==> config.mk <==
export PLATFORM = sky130hd
export DESIGN_NAME = uart_rx_fifo
export DESIGN_NICKNAME = d
export VERILOG_FILES = /design/src/rtl/uart_rx_fifo.sv
export SDC_FILE = /design/constraint.sdc
export NUM_CORES = 1
export LEC_CHECK = 0
export BUFFER_PORTS_ARGS = -buffer_cell sky130_fd_sc_hd__buf_2
export CAP_MARGIN = 30
export CORE_MARGIN = 2
export CORE_UTILIZATION = 55
export DETAILED_ROUTE_END_ITERATION = 12
export PLACE_DENSITY = 0.75
export SLEW_MARGIN = 20
export SYNTH_ARGS = -nofsm -noshare
export SYNTH_HDL_FRONTEND = slang
export SYNTH_SLANG_ARGS = --single-unit
export TNS_END_PERCENT = 100
==> constraint.sdc <==
create_clock -name clk -period 2.81 [get_ports clk]
set_input_delay 0.843 -clock clk [delete_from_list [all_inputs] [get_ports clk]]
set_output_delay 0.843 -clock clk [all_outputs]
set_load 0.03 [all_outputs]
==> src/rtl/uart_rx_fifo.sv <==
// uart_rx_fifo: captures bytes from a level-handshake UART receiver into a
// first-word-fall-through FIFO.
//
// Ports
//   clk         in   clock, rising edge
//   reset       in   synchronous, active-high reset
//   rx_rdy      in   receiver byte-ready level (held until cleared)
//   rx_data     in   received byte, valid while rx_rdy=1
//   rx_rdy_clr  out  clear request to the receiver's ready flag
//   m_data      out  head-of-FIFO byte
//   m_valid     out  m_data valid
//   m_ready     in   consumer accepts m_data
//   count       out  bytes stored, 0..DEPTH
//   overflow    out  sticky: a byte was dropped because the FIFO was full
//   ovf_clr     in   clears overflow (a same-edge drop wins)
module uart_rx_fifo #(
    parameter int unsigned ADDR_W = 4
) (
    input  logic              clk,
    input  logic              reset,
    input  logic              rx_rdy,
    input  logic [7:0]        rx_data,
    output logic              rx_rdy_clr,
    output logic [7:0]        m_data,
    output logic              m_valid,
    input  logic              m_ready,
    output logic [ADDR_W:0]   count,
    input  logic              ovf_clr,
    output logic              overflow
);

    localparam int unsigned DEPTH = 2 ** ADDR_W;
    localparam int unsigned CNT_W = ADDR_W + 1;

    typedef enum logic [0:0] {
        IDLE     = 1'b0,
        WAIT_CLR = 1'b1
    } state_t;

    state_t              state_q;
    logic                rx_rdy_clr_q;
    logic [ADDR_W-1:0]   wr_ptr_q;
    logic [ADDR_W-1:0]   rd_ptr_q;
    logic [CNT_W-1:0]    count_q;
    logic [CNT_W-1:0]    count_d;
    logic                m_valid_q;
    logic                overflow_q;
    logic [7:0]          mem_q [DEPTH];

    logic push_try;
    logic push;
    logic pop;
    logic full;
    logic drop;

    // Push/pop qualification; a full FIFO still accepts when a pop frees a slot at the same edge.
    always_comb begin
        push_try = (state_q == IDLE) && rx_rdy;
        pop      = (count_q != '0) && m_ready;
        full     = (count_q == CNT_W'(DEPTH));
        push     = push_try && (!full || pop);
        drop     = push_try && !push;
        count_d  = count_q;
        if (push && !pop) begin
            count_d = count_q + CNT_W'(1);
        end else if (pop && !push) begin
            count_d = count_q - CNT_W'(1);
        end
    end

    // Capture FSM, pointers, occupancy and flags.
    always_ff @(posedge clk) begin
        if (reset) begin
            state_q      <= IDLE;
            rx_rdy_clr_q <= 1'b0;
            wr_ptr_q     <= '0;
            rd_ptr_q     <= '0;
            count_q      <= '0;
            m_valid_q    <= 1'b0;
            overflow_q   <= 1'b0;
        end else begin
            // rx_rdy_clr tracks the state register so it is high exactly while in WAIT_CLR.
            if (state_q == IDLE) begin
                if (rx_rdy) begin
                    state_q      <= WAIT_CLR;
                    rx_rdy_clr_q <= 1'b1;
                end
            end else begin
                if (!rx_rdy) begin
                    state_q      <= IDLE;
                    rx_rdy_clr_q <= 1'b0;
                end
            end

            if (push) begin
                wr_ptr_q <= wr_ptr_q + ADDR_W'(1);
            end
            if (pop) begin
                rd_ptr_q <= rd_ptr_q + ADDR_W'(1);
            end

            count_q   <= count_d;
            m_valid_q <= (count_d != '0);

            // Set beats clear when a drop coincides with ovf_clr.
            if (drop) begin
                overflow_q <= 1'b1;
            end else if (ovf_clr) begin
                overflow_q <= 1'b0;
            end
        end
    end

    // Storage array; contents deliberately not reset.
    always_ff @(posedge clk) begin
        if (push) begin
            mem_q[wr_ptr_q] <= rx_data;
        end
    end

    assign rx_rdy_clr = rx_rdy_clr_q;
    assign m_valid    = m_valid_q;
    assign m_data     = mem_q[rd_ptr_q];
    assign count      = count_q;
    assign overflow   = overflow_q;

endmodule

* Word-level counts from Yosys, hierarchy flattened
Memories as Yosys holds them, arrays and structs flattened. A register that Yosys moved wholly into a read port is not among the register bits.
Index checks and enable logic that the tools add are counted.
Widths: inputs -> output; s select.
** Storage, ports and cells
- Bits in registers :: 17
- Memories kept :: 1
- Latch bits :: 0
- Memory bits (writable) :: 128
- Bits of input ports :: 13
- Output and inout port bits :: 16
- Word-level logic and storage cells :: 42
- ROM bits :: 0
** Cells by class
- Bitwise operators :: 1
- Add/sub/neg operators :: 4
- Div/mod/pow operators :: 0
- Multipliers :: 0
- Shift operators :: 0
- Reductions and logical operators :: 15
- Multiplexer cells :: 12
- Equality and inequality tests :: 2
- Magnitude comparators :: 0
** Memory list
- mem_q :: depth 16, bits a word 8, read ports 1, clocked after memory_dff 1, write ports 1, RTL line 48 : logic [7:0] mem_q [DEPTH];
** Operators by type and width (number)
- $mux 5 :: 2
- $reduce_bool 5->1 :: 2
- $add 4x1->4 const B :: 2
- $mux 1 :: 8
- $mux 4 :: 2
- $logic_and 1x1->1 :: 6
- $add 5x1->5 const B :: 1
- $eq 5x5->1 const B :: 1
- $sub 5x1->5 const B :: 1
- $reduce_bool 2->1 :: 2
- $logic_not 1->1 :: 3
- $ne 2x2->1 const B :: 1
- $reduce_and 2->1 :: 1
- $logic_or 1x1->1 :: 1
- $not 1->1 :: 1

* Logic depth before layout (Yosys ltp)
- Word-level depth :: 9
- Mapped depth :: 8
- Gate-level depth less buffers :: 7

* Least setup slack after synthesis
OpenSTA, ideal clock, no wires.
- Kind :: input-to-reg
- Start point :: in rx_rdy
- End point :: mem mem_q[3][0], enable pin
- Data arrival time :: 2.339 ns
- Stages :: 5
- Path slack :: 0.088 ns
- Path buffers :: 1
- Setup time :: 0.383 ns
- Required time :: 2.427 ns
- Cell sequence :: ha_1 > clkbuf_1 > a21boi_2 > nand2_1 > nor3_1
** Between the ends
- Word-level cells in the longest chain between the ends :: 4
** RTL lines
- start: declaration :: RTL line 21 : input logic rx_rdy,
- $logic_and 1x1->1 :: RTL line 58 : push_try = (state_q == IDLE) && rx_rdy;
- $logic_and 1x1->1 :: RTL line 61 : push = push_try && (!full || pop);
- $mux 1 :: RTL line 116 : if (push) begin
- $mux 1 (not written as such) :: RTL line 117 : mem_q[wr_ptr_q] <= rx_data;
- end: declaration :: RTL line 48
Every way passes these cells.

==> flow_metrics.env <==
export IMPL_powerDensity_nw_per_um2=826
export IMPL_grt_pass1_vias=3172
export IMPL_syn_area_sq_um=6030
export IMPL_min_period_over_period_pct=112
export IMPL_synthesis_instances=311
export IMPL_worst_setup_path_start_kind="flop"
export IMPL_synth_top_area_share_pct=63.7
export IMPL_crit_required_ns=1.97
export IMPL_dp_hpwl_microns=6920
export IMPL_multiInputGateArea_sq_um=1540
export IMPL_max_slew_worst_pin_slew_ns=0.575
export IMPL_fmax_mhz=317
export IMPL_critPathMaxFanout=8
export IMPL_numCtsBuffers=17
export IMPL_tns_ns=-2.55
export IMPL_cts_buffer_depth=2
export IMPL_synth_warning_count=0
export IMPL_core_area_sq_um=10700
export IMPL_die_w_microns=109
export IMPL_ys_ff_latch=149
export IMPL_worst_slack_ns=-0.344
export IMPL_drc=0
export IMPL_clock_sinks=149
export IMPL_drtIter0Drc=324
export IMPL_outcome="finished with violations"
export IMPL_io_buffers=28
export IMPL_die_h_microns=109
export IMPL_maxSlewViolCount=0
export IMPL_area_delta_synth_final_pct=17.1
export IMPL_cp_data_arrival_time_ns=2.31
export IMPL_first_pass_iters=4
export IMPL_cts_tree="done"
export IMPL_synthArstFlopShare_pct=0
export IMPL_ant_nets=0
export IMPL_drive_above_1_share_pct=33.9
export IMPL_dp_cells=487
export IMPL_irDropWorstVdd_v=0.000524
export IMPL_grt_pass1_wl_microns=18100
export IMPL_clock_latency_ns=0.52
export IMPL_grt_overflow=0
export IMPL_instances_no_fill=521
export IMPL_synth_main_ff_cell="edfxtp_1"
export IMPL_fin_util_pct=65.7
export IMPL_clockRootBuffer="clkbuf_8"
export IMPL_syn_avg_cell_area_sq_um=19.4
export IMPL_detail_route_wirelength_microns=12000
export IMPL_path_clk_slew_ns=0.06
export IMPL_final_nets=389
export IMPL_seq_area_frac_synth_pct=70.7
export IMPL_place_area_sq_um=6460
export IMPL_drv_cap=0
export IMPL_seq_area_sq_um=4270
export IMPL_period_needed_ns=3.15
export IMPL_violations="setup timing"
export IMPL_skew_ns=0.00623
export IMPL_rows=38
export IMPL_synth_area_top_cells="edfxtp_1 64%, mux4_1 11%, dfxtp_1 7.0%"
export IMPL_routedWlPerCell_microns=23.1
export IMPL_finalSetupViolCount=8
export IMPL_num_io_pins=29
export IMPL_vias_per_cell=5.88
export IMPL_n_fill_cell=738
export IMPL_antenna_found_initial=0
export IMPL_start_util_pct=56.1
export IMPL_rsz0062_at_grt="yes"
export IMPL_dp_slack_ns=0.122
export IMPL_num_antenna_cells=0
export IMPL_end_kind="output pin"
export IMPL_die_area_sq_um=11800
export IMPL_grt_max_degree=33
export IMPL_synth_edff_count=128
export IMPL_ys_types=42
export IMPL_route_vias_total=3065
export IMPL_grt_usage_pct=22.3
export IMPL_synth_net_count=332
export IMPL_design_area_sq_um=7060
export IMPL_cts_htree_levels=4
export IMPL_hp_class="reg2reg"
export IMPL_hold_violations=0
export IMPL_synth_top_cell_by_area="edfxtp_1"
export IMPL_relSlewSlack_pct=61.6
export IMPL_gp_congestion=0.813
export IMPL_cellLeakagePower_nw=2.40
export IMPL_critical_path_class="reg2out"
-- placed cells by master (no fill, tap or decap), types with 2 or more instances in the layout --
cell type   instances
edfxtp_1          128
mux4_2             39
nor2_1             28
buf_4              21
dfxtp_1            20
buf_2              20
clkbuf_16          16
buf_6               9
nand2_1             8
ha_1                8
inv_1               7
xor2_1              6
nor3_1              5
nor2b_1             4
a21oi_1             4
bufinv_16           4
buf_12              4
a31oi_1             3
xnor2_1             3
nand4_1             3
clkinvlp_4          3
clkinv_2            3
nand2b_1            2
o21ai_1             2
mux2i_1             2
o21a_1              2
and3_1              2
-- report_power, final --
group          leakage [nW]  switching [mW]  internal, mW
Combinational         0.784           0.516         0.503
Sequential             1.33          0.0657          2.46
Clock                 0.285           0.852          1.43
-- metal layers --
layer | GRT usage, % | routed length [microns] | vias to the layer above
li1 | - | - | 1358
met1 | 28.5 | 4970 | 1552
met2 | 36.7 | 5970 | 133
met3 | 5.68 | 808 | 22
met4 | 8.88 | 261 | 0
met5 | 0 | 0 | -
-- worst paths after layout --
check	slack [ns]	from	cells after the start	endpoint
max reg2reg	0.68	count[0]	7	mem_q[2][3]
min	0.50	overflow	2	overflow
max	-0.34	flop	4	m_data[4]
min reg2reg	0.50	overflow	2	overflow
-- critical path: stages (launching register included) --
cell and delay [ns]:
dfxtp_4 0.43, buf_12 0.17, mux4_2 0.51, mux4_2 0.51, buf_6 0.16
-- layout make-up --
type	count	share of cell area [%]
inverter	7	0.372
sequential	149	60.4
clock buffer	18	5.92
tap	140	2.48
clock inverter	14	2.60
multi-input combinational	138	21.8
timing repair buffer	55	6.43
-- through the flow --
stage / power, mW / hold slack (ns)
final: 5.84 / 0.504
after global routing: 6.04 / 0.541
after detailed placement: 3.49 / 0.493
after floorplan: 3.27 / 0.485
after CTS: 5.90 / 0.515
after global placement: 3.46 / 0.464
-- state kept, by name (all words and copies together) (netlist names), named ones only --
signal	cells
m_valid	1
state_q	1
rd_ptr_q	4
overflow	1
mem_q	128
count	5
wr_ptr_q	4
rx_rdy_clr	1
-- timing repair --
item / CTS / global route
setup endpoints to repair: 8 / 8
gates cloned: 2 / 0
resized for setup: 35 / 15
buffers inserted: 2 / 0
hold buffers: 0 / 0
-- synthesized netlist by cell type (all sizes together), types with 2 or more instances --
master / n
edfxtp: 128
mux4: 40
nor2: 28
dfxtp: 21
buf: 10
ha: 8
nand2: 8
clkbuf: 7
inv: 7
xor2: 6
a21oi: 5
nor3: 5
nor2b: 4
a31oi: 3
nand4: 3
xnor2: 3
and3: 2
mux2i: 2
nand2b: 2
o21a: 2
o21ai: 2
-- logic make-up (layout without fill, tap and decap cells) --
logic type,Yosys count,count (layout),synth area share [%]
flip-flops,149,149,70.7
AND/OR/NAND/NOR,58,58,4.67
multiplexers,43,43,17.1
buffers and inverters,24,94,2.22
AO/OA/AOI/OAI,20,20,2.37
XOR/XNOR,9,9,1.31
adder cells (fa/ha/maj),8,8,1.66
No activity file was read; power rests on OpenSTA's default activity.
